===== config.mk =====
export PLATFORM = sky130hd
export DESIGN_NAME = mask_unit_read_tracker
export DESIGN_NICKNAME = d
export VERILOG_FILES = /design/src/rtl/mask_unit_pkg.sv /design/src/rtl/mask_unit_sync_fifo.sv /design/src/rtl/mask_unit_read_tracker.sv
export SDC_FILE = /design/constraint.sdc
export NUM_CORES = 1
export LEC_CHECK = 0
export BUFFER_PORTS_ARGS = -buffer_cell sky130_fd_sc_hd__buf_2
export CAP_MARGIN = 15
export CORE_UTILIZATION = 35
export CTS_CLUSTER_DIAMETER = 120
export DETAILED_ROUTE_END_ITERATION = 6
export GPL_ROUTABILITY_DRIVEN = 0
export PLACE_DENSITY = 0.56
export SYNTH_ARGS = -nofsm -noshare
export SYNTH_HDL_FRONTEND = slang
export SYNTH_SLANG_ARGS = --single-unit
export TNS_END_PERCENT = 100

===== constraint.sdc =====
create_clock -name clock -period 7 [get_ports clock]
set_input_delay 0.7 -clock clock [delete_from_list [all_inputs] [get_ports clock]]
set_output_delay 0.7 -clock clock [all_outputs]
set_load 0.01 [all_outputs]

===== src/rtl/mask_unit_pkg.sv =====
// Shared types and widths for the mask-unit read path (crossbar and per-lane trackers).
package mask_unit_pkg;

    localparam int unsigned VS_WIDTH   = 5;
    localparam int unsigned OFS_WIDTH  = 5;
    localparam int unsigned IDX_WIDTH  = 2;
    localparam int unsigned DATA_WIDTH = 32;
    localparam int unsigned BOFS_WIDTH = 2;

    // Tag kept for each read while it is in flight in the VRF
    typedef struct packed {
        logic [IDX_WIDTH-1:0]  writeIndex;
        logic [BOFS_WIDTH-1:0] dataOffset;
    } read_tag_t;

    // Aligned result waiting to be returned to the mask unit
    typedef struct packed {
        logic [IDX_WIDTH-1:0]  writeIndex;
        logic [DATA_WIDTH-1:0] data;
    } read_resp_t;

    // Shift the word right by whole bytes, zero-filling the top
    function automatic logic [DATA_WIDTH-1:0] align_word(
        input logic [DATA_WIDTH-1:0] word,
        input logic [BOFS_WIDTH-1:0] byte_ofs
    );
        return word >> {byte_ofs, 3'b000};
    endfunction

endpackage


===== src/rtl/mask_unit_sync_fifo.sv =====
// Synchronous FIFO with registered storage; push and pop in one cycle are honoured even when full.
module mask_unit_sync_fifo #(
    parameter type         T     = logic,
    parameter int unsigned DEPTH = 4
) (
    input  logic clock,
    input  logic reset,
    input  logic push,
    input  T     push_data,
    input  logic pop,
    output T     head,
    output logic empty
);

    localparam int unsigned PTR_W = $clog2(DEPTH);
    localparam int unsigned CNT_W = PTR_W + 1;

    T                 mem [DEPTH];
    logic [PTR_W-1:0] wr_ptr;
    logic [PTR_W-1:0] rd_ptr;
    logic [CNT_W-1:0] count;
    logic             do_push;
    logic             do_pop;

    assign empty   = (count == '0);
    assign do_pop  = pop && !empty;
    assign do_push = push && ((count != CNT_W'(DEPTH)) || do_pop);
    assign head    = mem[rd_ptr];

    // Pointers wrap naturally; the count separates full from empty
    always_ff @(posedge clock) begin
        if (!reset) begin
            wr_ptr <= '0;
            rd_ptr <= '0;
            count  <= '0;
        end else begin
            if (do_push) wr_ptr <= wr_ptr + PTR_W'(1);
            if (do_pop)  rd_ptr <= rd_ptr + PTR_W'(1);
            count <= count + CNT_W'(do_push) - CNT_W'(do_pop);
        end
    end

    // Storage write; no reset needed since empty slots are never presented
    always_ff @(posedge clock) begin
        if (do_push) mem[wr_ptr] <= push_data;
    end

endmodule


===== src/rtl/mask_unit_read_tracker.sv =====
// Per-lane read tracker: issues crossbar reads to the VRF, tags them, aligns results and returns them in order.
module mask_unit_read_tracker
    import mask_unit_pkg::*;
#(
    parameter int unsigned DEPTH = 4
) (
    input  logic                  clock,
    input  logic                  reset,
    output logic                  req_ready,
    input  logic                  req_valid,
    input  logic [VS_WIDTH-1:0]   req_bits_vs,
    input  logic [OFS_WIDTH-1:0]  req_bits_offset,
    input  logic [IDX_WIDTH-1:0]  req_bits_writeIndex,
    input  logic [BOFS_WIDTH-1:0] req_bits_dataOffset,
    output logic                  vrfRead_valid,
    input  logic                  vrfRead_ready,
    output logic [VS_WIDTH-1:0]   vrfRead_bits_vs,
    output logic [OFS_WIDTH-1:0]  vrfRead_bits_offset,
    input  logic                  vrfResult_valid,
    input  logic [DATA_WIDTH-1:0] vrfResult_bits,
    input  logic                  resp_ready,
    output logic                  resp_valid,
    output logic [IDX_WIDTH-1:0]  resp_bits_writeIndex,
    output logic [DATA_WIDTH-1:0] resp_bits_data,
    output logic                  protocolError
);

    localparam int unsigned CREDIT_W = $clog2(DEPTH) + 1;

    logic [CREDIT_W-1:0] credit;
    logic                room;
    logic                issue;
    logic                resp_fire;
    logic                result_orphan;
    logic                result_push;
    logic                error_q;
    read_tag_t           tag_in;
    read_tag_t           tag_head;
    logic                tag_empty;
    read_resp_t          resp_in;
    read_resp_t          resp_head;
    logic                resp_empty;

    // Issue path: a credit slot must be free; nothing is issued while in reset
    assign room                = reset && (credit < CREDIT_W'(DEPTH));
    assign vrfRead_valid       = req_valid && room;
    assign req_ready           = vrfRead_ready && room;
    assign issue               = req_valid && req_ready;
    assign vrfRead_bits_vs     = req_bits_vs;
    assign vrfRead_bits_offset = req_bits_offset;

    // Result path: pair with the oldest tag, or flag an orphan result
    assign result_orphan = vrfResult_valid && tag_empty;
    assign result_push   = vrfResult_valid && !tag_empty;

    always_comb begin
        tag_in            = '0;
        tag_in.writeIndex = req_bits_writeIndex;
        tag_in.dataOffset = req_bits_dataOffset;
        resp_in            = '0;
        resp_in.writeIndex = tag_head.writeIndex;
        resp_in.data       = align_word(vrfResult_bits, tag_head.dataOffset);
    end

    // Response path straight from the data FIFO head
    assign resp_valid           = !resp_empty;
    assign resp_fire            = resp_valid && resp_ready;
    assign resp_bits_writeIndex = resp_head.writeIndex;
    assign resp_bits_data       = resp_head.data;
    assign protocolError        = error_q;

    mask_unit_sync_fifo #(
        .T     (read_tag_t),
        .DEPTH (DEPTH)
    ) u_tag_fifo (
        .clock     (clock),
        .reset     (reset),
        .push      (issue),
        .push_data (tag_in),
        .pop       (vrfResult_valid),
        .head      (tag_head),
        .empty     (tag_empty)
    );

    mask_unit_sync_fifo #(
        .T     (read_resp_t),
        .DEPTH (DEPTH)
    ) u_data_fifo (
        .clock     (clock),
        .reset     (reset),
        .push      (result_push),
        .push_data (resp_in),
        .pop       (resp_fire),
        .head      (resp_head),
        .empty     (resp_empty)
    );

    // Credit counts reads issued but not yet retired on the response port
    always_ff @(posedge clock) begin
        if (!reset) begin
            credit <= '0;
        end else begin
            credit <= credit + CREDIT_W'(issue) - CREDIT_W'(resp_fire);
        end
    end

    // Sticky orphan-result flag, cleared only by reset
    always_ff @(posedge clock) begin
        if (!reset) begin
            error_q <= 1'b0;
        end else if (result_orphan) begin
            error_q <= 1'b1;
        end
    end

endmodule


Word level (Yosys, flattened, before mapping)
Memory sizes are Yosys's and may differ from the RTL's. A register that Yosys moved wholly into a read port is not among the register bits.
Index checks and enable logic that the tools add are counted.

storage, ports and cells
  register bits after elaboration = 18
  memory bits (writable) = 152
  input bits = 52
  memories = 2

operators by class
  $add $sub $neg = 10
  magnitude comparators = 1
  equality and inequality tests = 2
  shifts and indexed selects = 1
  mux-type cells = 8
  reductions and logical operators = 16

memory list
  name             depth  bits a word  read ports  clocked after memory_dff  write ports  line                       source
  u_data_fifo.mem  4      34           1           1                         1            mask_unit_sync_fifo.sv:18  T mem [DEPTH];
  u_tag_fifo.mem   4      4            1           1                         1            mask_unit_sync_fifo.sv:18

operators with widths
  kind                                               count
  >> shifter 32 x 5 -> 32 bit                        1
  logical AND 1 bit                                  10
  adder 3 x 1 -> 3 bit                               3
  subtractor 3 x 1 -> 3 bit                          3
  adder 2 x 1 -> 2 bit, second input constant        4
  2-to-1 mux 2 bit                                   4
  logical NOT 3 bit                                  2
  inequality test 3 bit, second input constant       2
  2-to-1 mux 1 bit                                   4
  less-than comparator 3 bit, second input constant  1
  logical NOT 1 bit                                  2
  logical OR 1 bit                                   2

Longest topological paths before layout
Gate-level depths: netlist of the first run.

  depth in word-level cells = 8
  depth in mapped cells = 11
  mapped depth without buffers = 10

Hierarchy
Synthesis of the first run repeated with hierarchy kept, for this count alone.

unflattened totals
  cell total of the unflattened synthesis = 394
  area, all modules = 7288.2 um2

modules (own cells, without submodules)
  module                             times used  cells an instance  area each (um2)  seq. area each (um2)
  mask_unit_sync_fifo (u_data_fifo)  1           227                5387.7           4264.1
  mask_unit_sync_fifo (u_tag_fifo)   1           69                 1044.8           660.6
  mask_unit_read_tracker             1           98                 855.8            80.1

Least setup slack after synthesis of the first run
Ideal clock, no wire load.

  path kind = input port to flip-flop
  from = in req_valid
  to = reg credit[2]
  arrival = 2.391 ns
  data required time = 6.922 ns
  slack = 4.531 ns
  cell stages on the path = 11
  path buffers = 1
  cell sequence = and4b_1 clkbuf_1 inv_1 ha_1 inv_1 ha_1 inv_1 fa_1 xor2_1 and2_1 nor3_1

between the ends
  longest elaborated chain between the ends = 3

RTL lines
  what                       line                           source
  from (decl)                mask_unit_read_tracker.sv:10   input logic req_valid,
  logical AND 1 bit          mask_unit_read_tracker.sv:48   assign issue = req_valid && req_ready;
  adder 3 x 1 -> 3 bit       mask_unit_read_tracker.sv:103  credit <= credit + CREDIT_W'(issue) - CREDIT_W'(resp_fire);
  subtractor 3 x 1 -> 3 bit  mask_unit_read_tracker.sv:103
  to (signal assigned)       mask_unit_read_tracker.sv:103
  to (decl)                  mask_unit_read_tracker.sv:30   logic [CREDIT_W-1:0] credit;

No other way between the ends.
A chain may end at the register's enable or synchronous reset.

==> impl_metrics.py, run 1 <==
metrics = {
    "final_layout": {
        "antenna_cells": 0,
        "final-instance-count-excl-fill": 756,
        "final_nets": 542,
        "drive_gt1_share_pct": 32.10,
        "syn2layout_area_growth_pct": 16.22,
    },
    "synth": {
        "synthDistinctLibCells": 34,
        "yosysTopAreaCell": "edfxtp_1",
        "ys_seq_elements": 174,
        "synth_fa_ha_area_share_pct": 3.254,
        "syn_area_mm2": 0.007228,
        "synthTopCellsByArea": "edfxtp_1 63%, mux4_2 11%, dfxtp_1 6.1%",
        "synth_ff_type": "edfxtp_1",
        "synth_edf_count": 152,
        "ys_warn_count": 0,
        "async_reset_ff_share_pct": 0,
        "syn_nets": 465,
        "syn_area_per_cell_um2": 18.25,
        "synth_top_family_by_area": "multiplexers",
        "synthCells": 396,
        "synth_mux_area_share_pct": 16.38,
        "synth_compound_area_share_pct": 2.198,
        "ys_seq_area_share_pct": 69.24,
        "synth_simple_gate_area_share_pct": 4.570,
        "synthTopCellsByCount": "152 x edfxtp_1, 36 x mux4_2, 32 x mux2i_1",
        "yosysMostFrequentCell": "edfxtp_1",
        "synth_top_area_share_pct": 63.15,
        "synthXorXnorAreaFrac_pct": 0.9694,
    },
    "clock_tree": {
        "cts_sinks": 174,
        "path_clk_slew_ns": 0.06,
        "root_buffer": "clkbuf_16",
        "numCtsBuffers": 17,
        "cts_tree": "built",
        "clockBufferDepth": 2,
        "clock_latency_ns": 0.42,
        "cts.repair.resized": 0,
        "cts_setup_buffers": 0,
        "ctsHoldBuffers": 0,
        "htreeDepth": 4,
    },
    "sta": {
        "fin_tns_setup_ns": 0,
        "hold_viol_final": 0,
        "layout_worst_path_cycle_share_pct": 41.97,
        "tightestPinTransition_ns": 0.8205,
        "slew_viol_final": 0,
        "setup_viol": 0,
        "worst_clock_skew_ns": 0.008264,
        "slew_headroom_pct": 45.30,
        "rsz0062_at_grt": "no",
        "period_needed_ns": 2.938,
        "fmax_ghz": 0.3404,
    },
    "routing": {
        "drt_pass1_iterations": 4,
        "wirelength_um": 14370,
        "drtAntennaViolNets": 0,
        "avgRoutedWirePerCell_um": 19.01,
        "drc": 0,
        "num_vias": 3729,
        "first_iter_violations": 200,
        "vias_per_cell": 4.933,
    },
    "pwr": {
        "total_power_mw": 3.174,
        "p_leak_nw": 2.976,
        "ir_drop_uv": 189.4,
        "p_per_area_mw_per_mm2": 377.8,
    },
    "floorplanning": {
        "rows": 52,
        "core_mm2": 0.02023,
        "dieArea_mm2": 0.02123,
        "io_pins": 100,
        "die_h_um": 145.7,
        "fp.dieW_um": 145.7,
        "initial_core_util_pct": 35.72,
    },
    "critical_path": {
        "r2r-start": "u_tag_fifo.count[1]",
        "crit_chain": "buf_4 -> mux4_2 -> buf_2",
        "start_kind": "flip-flop",
        "cp_max_fo": 27,
        "cp_slowest_cell": "mux4_2",
        "critPathMaxStageDelay_ns": 0.60,
        "crit_cells": 3,
        "cp-end-kind": "primary output",
        "r2r-end": "u_tag_fifo.count[2]",
        "crit_type": "flip-flop to primary output",
        "required_ns": 6.30,
        "cpLargestDelayFamily": "buffers and inverters",
        "path_buf_inv": 2,
        "r2r_slack_ns": 4.29,
        "r2r_cells": 9,
        "setup.worst_path.end": "resp_bits_data[23]",
        "critPathArrivalTime_ns": 2.24,
    },
    "grt": {
        "antenna_found_initial": 0,
        "grt_max_degree": 35,
        "grt_pass1_wl_um": 22150,
        "track_usage_pct": 14.13,
        "grt.overflow.total": 0,
        "grt_pass1_vias": 3882,
    },
    "job": {
        "max-cap-violations": 0,
    },
    "outcome": {
        "outcome": "finished clean",
    },
    "placed_design": {
        "dp_hpwl_um": 9272,
        "dp.cells": 724,
        "port_buffers": 79,
    },
    "min_path": {
        "hold_start": "protocolError",
        "hold_class": "flip-flop to flip-flop",
    },
}
## sequential cells by signal, indices dropped and copies added, names as in the netlist, named ones only
signal and cells:
credit 3, u_data_fifo.wr_ptr 2, u_data_fifo.mem 136, u_tag_fifo.rd_ptr 2, u_data_fifo.count 3, u_data_fifo.rd_ptr 2, protocolError 1, u_tag_fifo.wr_ptr 2
u_tag_fifo.count 3, u_tag_fifo.mem 16
## worst register-to-register path, stage by stage (launching register included)
cell	delay [ns]
dfxtp_1	0.37
o31ai_1	0.60
clkinv_1	0.40
ha_1	0.38
inv_1	0.07
ha_1	0.13
inv_1	0.05
fa_1	0.38
xnor2_1	0.16
nor2_1	0.05
## area by class of cell
| type | instances | area, um^2 |
|---|---|---|
| Tap cell | 270 | 337.8 |
| Sequential cell | 174 | 5006 |
| Inverter | 17 | 63.81 |
| Fill cell | 1818 | 11830 |
| Clock buffer | 19 | 432.9 |
| Multi-Input combinational cell | 177 | 1978 |
| Timing Repair Buffer | 86 | 447.9 |
| Clock inverter | 13 | 133.9 |
## metal layers
metal / routed length [um] / share of wire (%) / GRT usage, % / vias up
li1: - / - / - / 1694
met1: 6671 / 46 / 18.95 / 1899
met2: 6769 / 47 / 22.01 / 112
met4: 201 / 1.4 / 4.947 / 0
met5: 0 / 0 / 0 / -
met3: 726 / 5.1 / 4.013 / 24
## cell usage in the layout, fill, tap and decap left out, types with 3 or more instances in the layout
master | synthesis | layout
dfxtp_1 | 22 | 21
clkinvlp_4 | 0 | 4
nor2_1 | 20 | 20
and3_1 | 8 | 8
inv_1 | 15 | 15
xnor2_1 | 4 | 4
inv_6 | 0 | 4
mux2i_1 | 32 | 32
o21ai_0 | 5 | 5
buf_4 | 10 | 7
clkbuf_16 | 0 | 17
o2bb2ai_1 | 8 | 8
nand3_1 | 4 | 4
ha_1 | 14 | 14
a21oi_1 | 6 | 6
buf_2 | 7 | 79
fa_1 | 3 | 3
mux4_2 | 36 | 36
xor2_1 | 4 | 4
and2_1 | 14 | 14
edfxtp_1 | 152 | 152
## cells by family after synthesis
| group | after synthesis |
|---|---|
| buffers and inverters | 45 |
| AO/OA/AOI/OAI | 23 |
| flip-flops | 174 |
| adder cells (fa/ha/maj) | 17 |
| XOR/XNOR | 8 |
| multiplexers | 70 |
| AND/OR/NAND/NOR | 59 |
## where the power goes
part | leakage [nW] | internal (mW) | total, mW | switching, mW
clock | 0.264 | 0.497 | 0.891 | 0.394
sequential | 1.57 | 1.34 | 1.41 | 0.0676
combinational | 1.14 | 0.389 | 0.876 | 0.488
total | 2.98 | 2.22 | 3.17 | 0.949
## stage by stage
stage	util [%]	setup WS [ns]	hold slack (ns)	cell area (um^2)
2_1_floorplan	-	4.531	0.4591	7228
3_3_place_gp	38.72	4.373	0.4570	7834
3_5_place_dp	38.72	4.265	0.4554	7834
4_1_cts	41.52	3.946	0.4650	8401
5_1_grt	41.52	3.866	0.4735	8401
6_report	41.52	4.062	0.4727	8401
## worst min path at each step
stage          depth (start not counted)                   end
2_1_floorplan                          2             flip-flop
4_1_cts                                1  u_tag_fifo.mem[0][1]
5_1_grt                                1  u_tag_fifo.mem[1][1]
6_report                               2         protocolError
3_3_place_gp                           2         protocolError
3_5_place_dp                           2         protocolError
Note: power is estimated with default switching activity, not from simulation.
==> run 2, diff against run 1 <==
PLACE_DENSITY = 0.58   (was 0.56)
clock period = 2.4 ns   (was 7 ns; I/O delays follow)
==> run 2 against run 1 <==
Effect of this change:
- worst setup slack worse by 3.9 ns
- first-iteration DRC count is 4.0% higher
- via count up 0.94%
- clock power grew to 3.0 times the previous value
- clock skew is 0.00057 ns higher
- hold slack worse by 0.44 ns
- combinational power grew to 3.1 times the previous value
- critical path depth is 5 higher
==> impl_metrics.py, run 2 (synthesis gave the netlist of run 1 again) <==
metrics = {
    "floorplanning": {
        "fp.dieW_um": 145.7,
        "core_mm2": 0.02023,
        "rows": 52,
        "die_h_um": 145.7,
        "dieArea_mm2": 0.02123,
        "initial_core_util_pct": 35.72,
        "io_pins": 100,
    },
    "clock_tree": {
        "clock_latency_ns": 0.43,
        "path_clk_slew_ns": 0.07,
        "numCtsBuffers": 17,
        "ctsHoldBuffers": 0,
        "root_buffer": "clkbuf_16",
        "cts_tree": "built",
        "clockBufferDepth": 2,
        "cts_sinks": 174,
        "htreeDepth": 4,
    },
    "sta": {
        "setup_viol": 0,
        "tightestPinTransition_ns": 0.5600,
        "period_needed_ns": 2.217,
        "fmax_ghz": 0.4510,
        "slew_headroom_pct": 62.67,
        "layout_worst_path_cycle_share_pct": 92.38,
        "slew_viol_final": 0,
        "worst_clock_skew_ns": 0.008834,
        "fin_tns_setup_ns": 0,
        "rsz0062_at_grt": "no",
        "fin_worst_hold_slack_ns": 0.03156,
        "hold_viol_final": 0,
    },
    "routing": {
        "num_vias": 3764,
        "drt_pass1_iterations": 5,
        "drtAntennaViolNets": 0,
        "vias_per_cell": 4.927,
        "wirelength_um": 14280,
        "drc": 0,
        "avgRoutedWirePerCell_um": 18.70,
        "first_iter_violations": 208,
    },
    "pwr": {
        "ir_drop_uv": 556.4,
        "total_power_mw": 9.454,
        "p_leak_nw": 3.035,
        "p_per_area_mw_per_mm2": 1112,
    },
    "critical_path": {
        "crit_chain": "o31ai_1 -> buf_4 -> nor2_1 -> ha_1 -> fa_1 -> xor2_1 -> xnor2_1 -> and2_1",
        "required_ns": 2.72,
        "critPathArrivalTime_ns": 2.54,
        "critPathMaxStageDelay_ns": 0.39,
        "start_kind": "flip-flop",
        "cp_slowest_cell": "fa_1",
        "crit_type": "flip-flop to flip-flop",
        "cp-end-kind": "flip-flop",
        "cp_max_fo": 6,
    },
    "final_layout": {
        "reg_top3": "u_data_fifo.mem x136, u_tag_fifo.mem x16",
        "final_nets": 550,
        "final-instance-count-excl-fill": 764,
        "layout_common_cells": "152 x edfxtp_1, 79 x buf_2, 36 x mux4_2, 32 x mux2i_1, 21 x dfxtp_1",
        "drive_gt1_share_pct": 33.40,
        "largest_register": "u_data_fifo.mem",
        "syn2layout_area_growth_pct": 17.62,
        "largest_reg_flops": 136,
        "final_common_cell": "edfxtp_1",
        "fillers": 1839,
        "antenna_cells": 0,
    },
    "grt": {
        "grt_pass1_vias": 3918,
        "antenna_found_initial": 0,
        "track_usage_pct": 14.23,
        "grt_max_degree": 35,
        "grt_pass1_wl_um": 22370,
        "grt.overflow.total": 0,
    },
    "min_path": {
        "hold_class": "primary input to flip-flop",
    },
    "outcome": {
        "outcome": "finished clean",
    },
    "placed_design": {
        "dp_hpwl_um": 9093,
        "port_buffers": 79,
        "dp.cells": 731,
    },
    "job": {
        "max-cap-violations": 0,
    },
}
[run 2: worst max-delay path, delay by kind of cell (launching register included)]
family                   cells  cell delay (ns)
AO/OA/AOI/OAI                1             0.38
buffers and inverters        1             0.20
flip-flops                   1             0.38
adder cells (fa/ha/maj)      2             0.63
AND/OR/NAND/NOR              2             0.21
XOR/XNOR                     2             0.32
[run 2: worst paths after layout]
path | slack, ns | to | start | cells past startpoint
worst min-delay path | 0.03 | u_tag_fifo.mem[1][3] | req_bits_writeIndex[1] | 1
worst max register to register | 0.18 | u_data_fifo.count[2] | u_tag_fifo.count[1] | 8
worst max-delay path | 0.18 | u_data_fifo.count[2] | u_tag_fifo.count[1] | 8
worst min register to register | 0.47 | protocolError | protocolError | 2
[run 2: repair_timing]
action | 4_1_cts | 5_1_grt
buffers inserted | 0 | 1
gates resized for setup | 0 | 1
endpoints found under the setup margin | 0 | 1
[run 2: stage by stage]
step                utilization (%)  worst slack [ns]  area, um^2
floorplan                         -           0.08135        7228
detailed placement            39.10           0.03087        7911
global route                  42.02           0.01992        8502
CTS                           41.97           0.03138        8493
finish                        42.02            0.1828        8502
global placement              39.10            0.2365        7911
[run 2: metal layers]
layer	routed length (um)	vias up	global-route usage, %	share of wire [%]
met5	0	-	0	0
met4	195	0	4.947	1.4
met3	915	22	4.389	6.4
met2	6885	104	23.06	48
met1	6287	1925	18.07	44
li1	-	1713	-	-
[run 2: cell type report]
type,count,area [um^2],area share (%)
flip-flops and latches,174,5006,58.88
multi-input cells,177,1979,23.28
repair buffers,94,533.0,6.269
clock buffers,18,429.2,5.048
well taps,270,337.8,3.974
clock inverters,14,152.6,1.795
inverters,17,63.81,0.7506
[run 2: where the power goes]
group          leakage (nW)  switching [mW]  internal [mW]  total [mW]
sequential             1.57           0.172           3.90        4.08
clock                 0.276            1.22           1.47        2.69
combinational          1.19            1.47           1.22        2.69
total                  3.03            2.86           6.59        9.45
